==> config.mk <==
export PLATFORM = sky130hd
export DESIGN_NAME = ttt_input_conditioner
export DESIGN_NICKNAME = d
export VERILOG_FILES = /design/src/rtl/ttt_pkg.sv /design/src/rtl/ttt_debounce.sv /design/src/rtl/ttt_input_conditioner.sv
export SDC_FILE = /design/constraint.sdc
export NUM_CORES = 1
export LEC_CHECK = 0
export CAP_MARGIN = 20
export CORE_ASPECT_RATIO = 1.2
export CORE_MARGIN = 8
export CORE_UTILIZATION = 60
export CTS_CLUSTER_SIZE = 20
export DETAILED_ROUTE_END_ITERATION = 16
export HOLD_SLACK_MARGIN = 0.12
export PLACE_DENSITY = 0.85
export RECOVER_POWER = 50
export REMOVE_ABC_BUFFERS = 1
export SYNTH_ARGS = -nofsm -noshare
export SYNTH_HDL_FRONTEND = slang
export SYNTH_SLANG_ARGS = --single-unit
==> constraint.sdc <==
create_clock -name clk -period 13.6 [get_ports clk]
set_clock_uncertainty 0.15 [all_clocks]
set_input_delay 4.08 -clock clk [delete_from_list [all_inputs] [get_ports clk]]
set_output_delay 4.08 -clock clk [all_outputs]
set_load 0.005 [all_outputs]
==> src/rtl/ttt_pkg.sv <==
// Shared definitions for the tic-tac-toe front end and game core:
// cell vector type, cell-state encoding and command FSM states.
package ttt_pkg;

    localparam int unsigned NUM_CELLS = 9;

    typedef logic [NUM_CELLS-1:0] cell_vec_t;

    typedef enum logic [1:0] {
        CELL_EMPTY  = 2'b00,
        CELL_PLAYER = 2'b01,
        CELL_PC     = 2'b10
    } cell_state_e;

    typedef enum logic [1:0] {
        IDLE     = 2'b00,
        PLAY_OUT = 2'b01,
        PC_OUT   = 2'b10,
        PC_PEND  = 2'b11
    } cmd_state_e;

    function automatic logic is_one_hot(input cell_vec_t v);
        return (v != '0) && ((v & (v - cell_vec_t'(1))) == '0);
    endfunction

endpackage

==> src/rtl/ttt_debounce.sv <==
// One-bit synchroniser plus stability-counter debouncer; emits the
// debounced level and a registered one-cycle rise pulse.
module ttt_debounce
    import ttt_pkg::*;
#(
    parameter int unsigned DEBOUNCE_CYCLES = 16,
    parameter int unsigned SYNC_STAGES     = 2,
    parameter int unsigned CNT_W           = 5
) (
    input  logic clk,
    input  logic reset,
    input  logic din,
    output logic level,
    output logic rise
);

    localparam logic [CNT_W-1:0] CNT_LAST = CNT_W'(DEBOUNCE_CYCLES - 1);

    logic [SYNC_STAGES-1:0] sync_q, sync_d;
    logic [CNT_W-1:0]       cnt_q, cnt_d;
    logic                   level_q, level_d;
    logic                   rise_q, rise_d;
    logic                   sync_out;

    assign sync_out = sync_q[SYNC_STAGES-1];

    always_comb begin
        sync_d  = {sync_q[SYNC_STAGES-2:0], din};
        cnt_d   = '0;
        level_d = level_q;
        // Counter only runs while the input disagrees with the held level.
        if (sync_out != level_q) begin
            if (cnt_q == CNT_LAST) begin
                level_d = ~level_q;
            end else begin
                cnt_d = cnt_q + CNT_W'(1);
            end
        end
        rise_d = level_d & ~level_q;
    end

    always_ff @(posedge clk or posedge reset) begin
        if (reset) begin
            sync_q  <= '0;
            cnt_q   <= '0;
            level_q <= 1'b0;
            rise_q  <= 1'b0;
        end else begin
            sync_q  <= sync_d;
            cnt_q   <= cnt_d;
            level_q <= level_d;
            rise_q  <= rise_d;
        end
    end

    assign level = level_q;
    assign rise  = rise_q;

endmodule

==> src/rtl/ttt_input_conditioner.sv <==
// Board-switch front end: debounces 9 cells + PLAY + PC, latches a one-hot
// selection and issues play/pc strobes. TTT_MULTI_PRESS_ERR_EN adds `err`.
module ttt_input_conditioner
    import ttt_pkg::*;
#(
    parameter int unsigned DEBOUNCE_CYCLES = 16,
    parameter int unsigned SYNC_STAGES     = 2,
    parameter int unsigned CNT_W           = 5
) (
    input  logic                 clk,
    input  logic                 reset,
    input  logic [NUM_CELLS-1:0] btn_raw,
    input  logic                 play_raw,
    input  logic                 pc_raw,
    output logic [NUM_CELLS-1:0] button,
    output logic                 play,
    output logic                 pc,
    output logic                 sel_valid
`ifdef TTT_MULTI_PRESS_ERR_EN
    ,
    output logic                 err
`endif
);

    localparam int unsigned NUM_IN = NUM_CELLS + 2;

    logic [NUM_IN-1:0] raw_vec;
    logic [NUM_IN-1:0] lvl_vec;
    logic [NUM_IN-1:0] rise_vec;

    cell_vec_t cell_lvl;
    cell_vec_t cell_rise;
    logic      play_rise;
    logic      pc_rise;
    logic      unused_cmd_lvl;

    assign raw_vec = {pc_raw, play_raw, btn_raw};

    for (genvar i = 0; i < NUM_IN; i++) begin : g_db
        ttt_debounce #(
            .DEBOUNCE_CYCLES (DEBOUNCE_CYCLES),
            .SYNC_STAGES     (SYNC_STAGES),
            .CNT_W           (CNT_W)
        ) u_db (
            .clk   (clk),
            .reset (reset),
            .din   (raw_vec[i]),
            .level (lvl_vec[i]),
            .rise  (rise_vec[i])
        );
    end

    assign cell_lvl       = lvl_vec[NUM_CELLS-1:0];
    assign cell_rise      = rise_vec[NUM_CELLS-1:0];
    assign play_rise      = rise_vec[NUM_CELLS];
    assign pc_rise        = rise_vec[NUM_CELLS+1];
    assign unused_cmd_lvl = &{1'b0, lvl_vec[NUM_IN-1:NUM_CELLS]};

    cmd_state_e state_q, state_d;
    cell_vec_t  button_q, button_d;
    logic       sel_valid_q, sel_valid_d;
    logic       pc_after_q, pc_after_d;

    always_comb begin
        state_d     = state_q;
        button_d    = button_q;
        sel_valid_d = sel_valid_q;
        pc_after_d  = pc_after_q;

        case (state_q)
            IDLE: begin
                if (play_rise && sel_valid_q) begin
                    state_d    = PLAY_OUT;
                    pc_after_d = pc_rise;
                end else if (pc_rise) begin
                    state_d = PC_OUT;
                end
            end
            PLAY_OUT: begin
                button_d    = '0;
                sel_valid_d = 1'b0;
                pc_after_d  = 1'b0;
                state_d     = (pc_after_q || pc_rise) ? PC_PEND : IDLE;
            end
            PC_PEND: state_d = PC_OUT;
            PC_OUT:  state_d = IDLE;
            default: state_d = IDLE;
        endcase

        // Evaluated after the PLAY_OUT clear so a concurrent new pick survives.
        if ((cell_rise != '0) && is_one_hot(cell_lvl)) begin
            button_d    = cell_lvl;
            sel_valid_d = 1'b1;
        end
    end

    always_ff @(posedge clk or posedge reset) begin
        if (reset) begin
            state_q     <= IDLE;
            button_q    <= '0;
            sel_valid_q <= 1'b0;
            pc_after_q  <= 1'b0;
        end else begin
            state_q     <= state_d;
            button_q    <= button_d;
            sel_valid_q <= sel_valid_d;
            pc_after_q  <= pc_after_d;
        end
    end

    assign button    = button_q;
    assign sel_valid = sel_valid_q;
    assign play      = (state_q == PLAY_OUT);
    assign pc        = (state_q == PC_OUT);

`ifdef TTT_MULTI_PRESS_ERR_EN
    logic err_q, err_d;

    always_comb begin
        err_d = ((cell_rise != '0) && !is_one_hot(cell_lvl))
             || ((state_q == IDLE) && play_rise && !sel_valid_q);
    end

    always_ff @(posedge clk or posedge reset) begin
        if (reset) begin
            err_q <= 1'b0;
        end else begin
            err_q <= err_d;
        end
    end

    assign err = err_q;
`endif

endmodule
==> results.yml <==
status:
  status: "finished, final reports clean"
synthesis:
  synth_area_leaders: "dfrtp_1 65%, xor2_1 5.5%, nor2_1 3.8%"
  syn_inst: 366
  postSynthAreaPerCell_sq_um: 11.8
  synth_top_area_cell: "dfrtp_1"
  synthDominantCellAreaShare_pct: 64.8
  syn-cell-area_sq_mm: 0.00433
  ys_seq_area_share_pct: 64.8
  ys_types: 33
  ys_seq_elements: 112
  yosysWarnings: 0
worst_setup_path:
  critPathCaptureType: "async pin"
  slowest_delay_ns: 0.86
  startpoint_type: "input pin"
  crit_required_ns: 13.83
  path_cells: "dlygate4sd3_1, clkinvlp_2, buf_4"
  crit_type: "input pin to async pin"
  crit_slowest_cell: "buf_4"
  worstPathMaxFanout: 78
  arrival_ns: 6.39
floorplan:
  core-area_sq_mm: 0.00710
  pin_count: 25
  fp.dieArea_sq_mm: 0.0102
  fp.dieH_microns: 109
  die_x_microns: 93.5
  num_rows: 34
  initial_core_util_pct: 60.9
global_route:
  antenna_found_initial: 0
  grt_max_degree: 79
  grt_pass1_vias: 2755
  grt_overflow: 0
  grt_pass1_wl_microns: 12100
  grt_usage_pct: 15.1
power:
  power.switching_uw: 134
  intPower_uw: 424
  p_per_area_mw_per_mm2: 115
  vdd_drop_max_mv: 0.0648
  p_seq_share_pct: 63.1
  power_frac_comb_pct: 4.8
  clkPwrFrac_pct: 32.1
  switching_share_pct: 24.0
  leakage_nw: 2.41
timing:
  period_share_pct: 45.4
  rsz0062_at_grt: "false"
  slew_headroom_pct: 3.46
  worstMarginPinSlew_ns: 1.44
  finalCriticalPeriod_ns: 6.17
  setup-tns-final_ns: 0
  setup_viol: 0
  drv_slew: 0
  max_freq_ghz: 0.162
  hold_viol: 0
finish:
  fin_area_sq_mm: 0.00485
  insertedDiodeCount: 0
  fill_cells: 522
  synthToLayoutAreaGrowth_pct: 12.1
  nets: 425
  layout-drive-gt1-share_pct: 4.68
clock_network:
  postCtsHoldBufs: 0
  cts_max_level: 3
  clock-sinks: 112
  clk_pin_slew_ns: 0.10
  post_cts_buffers: 0
  root_buffer: "clkbuf_8"
  cts_tree: "yes"
  clk_path_buf_depth: 2
  clk_latency_ns: 0.36
  cts_resized: 0
  cts-buffers-inserted: 9
route:
  first_iter_violations: 115
  detail-route-antenna-nets: 0
  routed_wl_microns: 6830
  wl_per_cell_microns: 13.8
  dr.pass1.iters: 4
  vias_per_cell: 5.39
  drc: 0
  vias: 2671
run:
  maxCapViolCount: 0
placement:
  port_buffers: 24
  place_congestion: 0.741
  post-dp-hpwl_microns: 4910
  post_dp_cell_area_sq_mm: 0.00468
hold_path:
  min_path_type: "register to register"
flip-flops by register name (all words and copies together) (netlist names):
signal            flops
g_db.u_db.cnt_q      55
g_db.u_db.sync_q     22
g_db.u_db.level      11
g_db.u_db.rise       11
button                9
state_q               2
pc_after_q            1
sel_valid             1
cell usage after synthesis, drive strengths merged:
| cell | n |
|---|---|
| and3 | 17 |
| nor3b | 4 |
| nor4 | 1 |
| dfrtp | 112 |
| or3 | 2 |
| o31ai | 1 |
| a21oi | 6 |
| inv | 21 |
| or4 | 1 |
| clkbuf | 1 |
| maj3 | 1 |
| o211ai | 3 |
| nand3 | 24 |
| mux2 | 3 |
| buf | 1 |
| nor2b | 4 |
| ha | 11 |
| mux2i | 8 |
| o21ai | 25 |
| xor2 | 27 |
| a2111oi | 1 |
| nand2 | 24 |
| nor3 | 4 |
| xnor2 | 4 |
| and2 | 9 |
| o21a | 1 |
| nand4b | 2 |
| nand2b | 1 |
| a21o | 1 |
| nor2 | 44 |
| nor4b | 2 |
per-layer routing:
metal,GRT usage [%],wire [microns]
met5,0,0
met4,7.49,136
met3,2.82,185
met2,25.5,3470
met1,18.2,3040
kinds of logic after synthesis:
logic type	Yosys count	share of synthesized area, %
compound gates	38	4.94
flops	112	64.8
fa+ha+maj	12	3.41
xor+xnor	31	6.27
simple gates	139	15.8
buf+inv	23	2.17
mux	11	2.63
worst max-delay path: cells and delay by family:
kind,cells,cell delay (ns)
buffers and inverters,3,2.24
cell usage in the layout (no fill, tap or decap), types with 2 or more instances in the layout:
cell             count
dfrtp_1            112
nor2_1              44
xor2_1              27
o21ai_0             25
nand2_1             24
nand3_1             24
inv_1               20
and3_1              17
dlygate4sd3_1       12
clkdlybuf4s50_1     12
ha_1                11
clkbuf_8             9
mux2i_1              8
and2_0               8
a21oi_1              6
nor3_1               4
nor2b_1              4
xnor2_1              4
nor3b_1              4
inv_6                4
mux2_1               3
or3_1                2
nand4b_1             2
nor4b_1              2
o211ai_1             2
clkinv_2             2
per-stage QoR:
stage	utilization [%]	hold slack [ns]	setup slack, ns	power, mW	std cells
6_report	68.3	0.210	7.43	0.558	496
5_1_grt	68.3	0.214	6.99	0.583	496
4_1_cts	68.4	0.211	7.41	0.565	496
3_5_place_dp	65.9	0.187	7.63	0.387	480
3_3_place_gp	65.9	0.184	7.68	0.385	480
2_1_floorplan	-	0.181	6.41	0.377	364
final cells by class:
class	count	area [sq um]	area share [%]
timing repair buffer	26	251	5.18
inverter	21	80.1	1.65
clock buffer	9	124	2.55
multi-input combinational	231	1430	29.4
sequential	112	2800	57.8
tap	90	113	2.32
clock inverter	7	52.6	1.08
power by group through the flow:
stage                     clock, mW  sequential [mW]  combinational [mW]
after global placement            0            0.358              0.0271
final                         0.179            0.352              0.0268
after CTS                     0.184            0.352              0.0289
after detailed placement          0            0.359              0.0287
after floorplan                   0            0.357              0.0201
after global routing          0.197            0.354              0.0322
final timing paths:
kind	from	endpoint	slack (ns)	cells after the start
max	reset	g_db[2].u_db.level	7.43	3
min	g_db[2].u_db.sync_q[0]	g_db[2].u_db.sync_q[1]	0.21	0
max reg2reg	g_db[3].u_db.level	button[7]	10.60	6
min reg2reg	g_db[2].u_db.sync_q[0]	g_db[2].u_db.sync_q[1]	0.21	0
max in group clk	state_q[1]	play	7.47	3
min in group asynchronous	reset	g_db[9].u_db.cnt_q[4]	4.34	2
(Power assumes the default switching activity.)
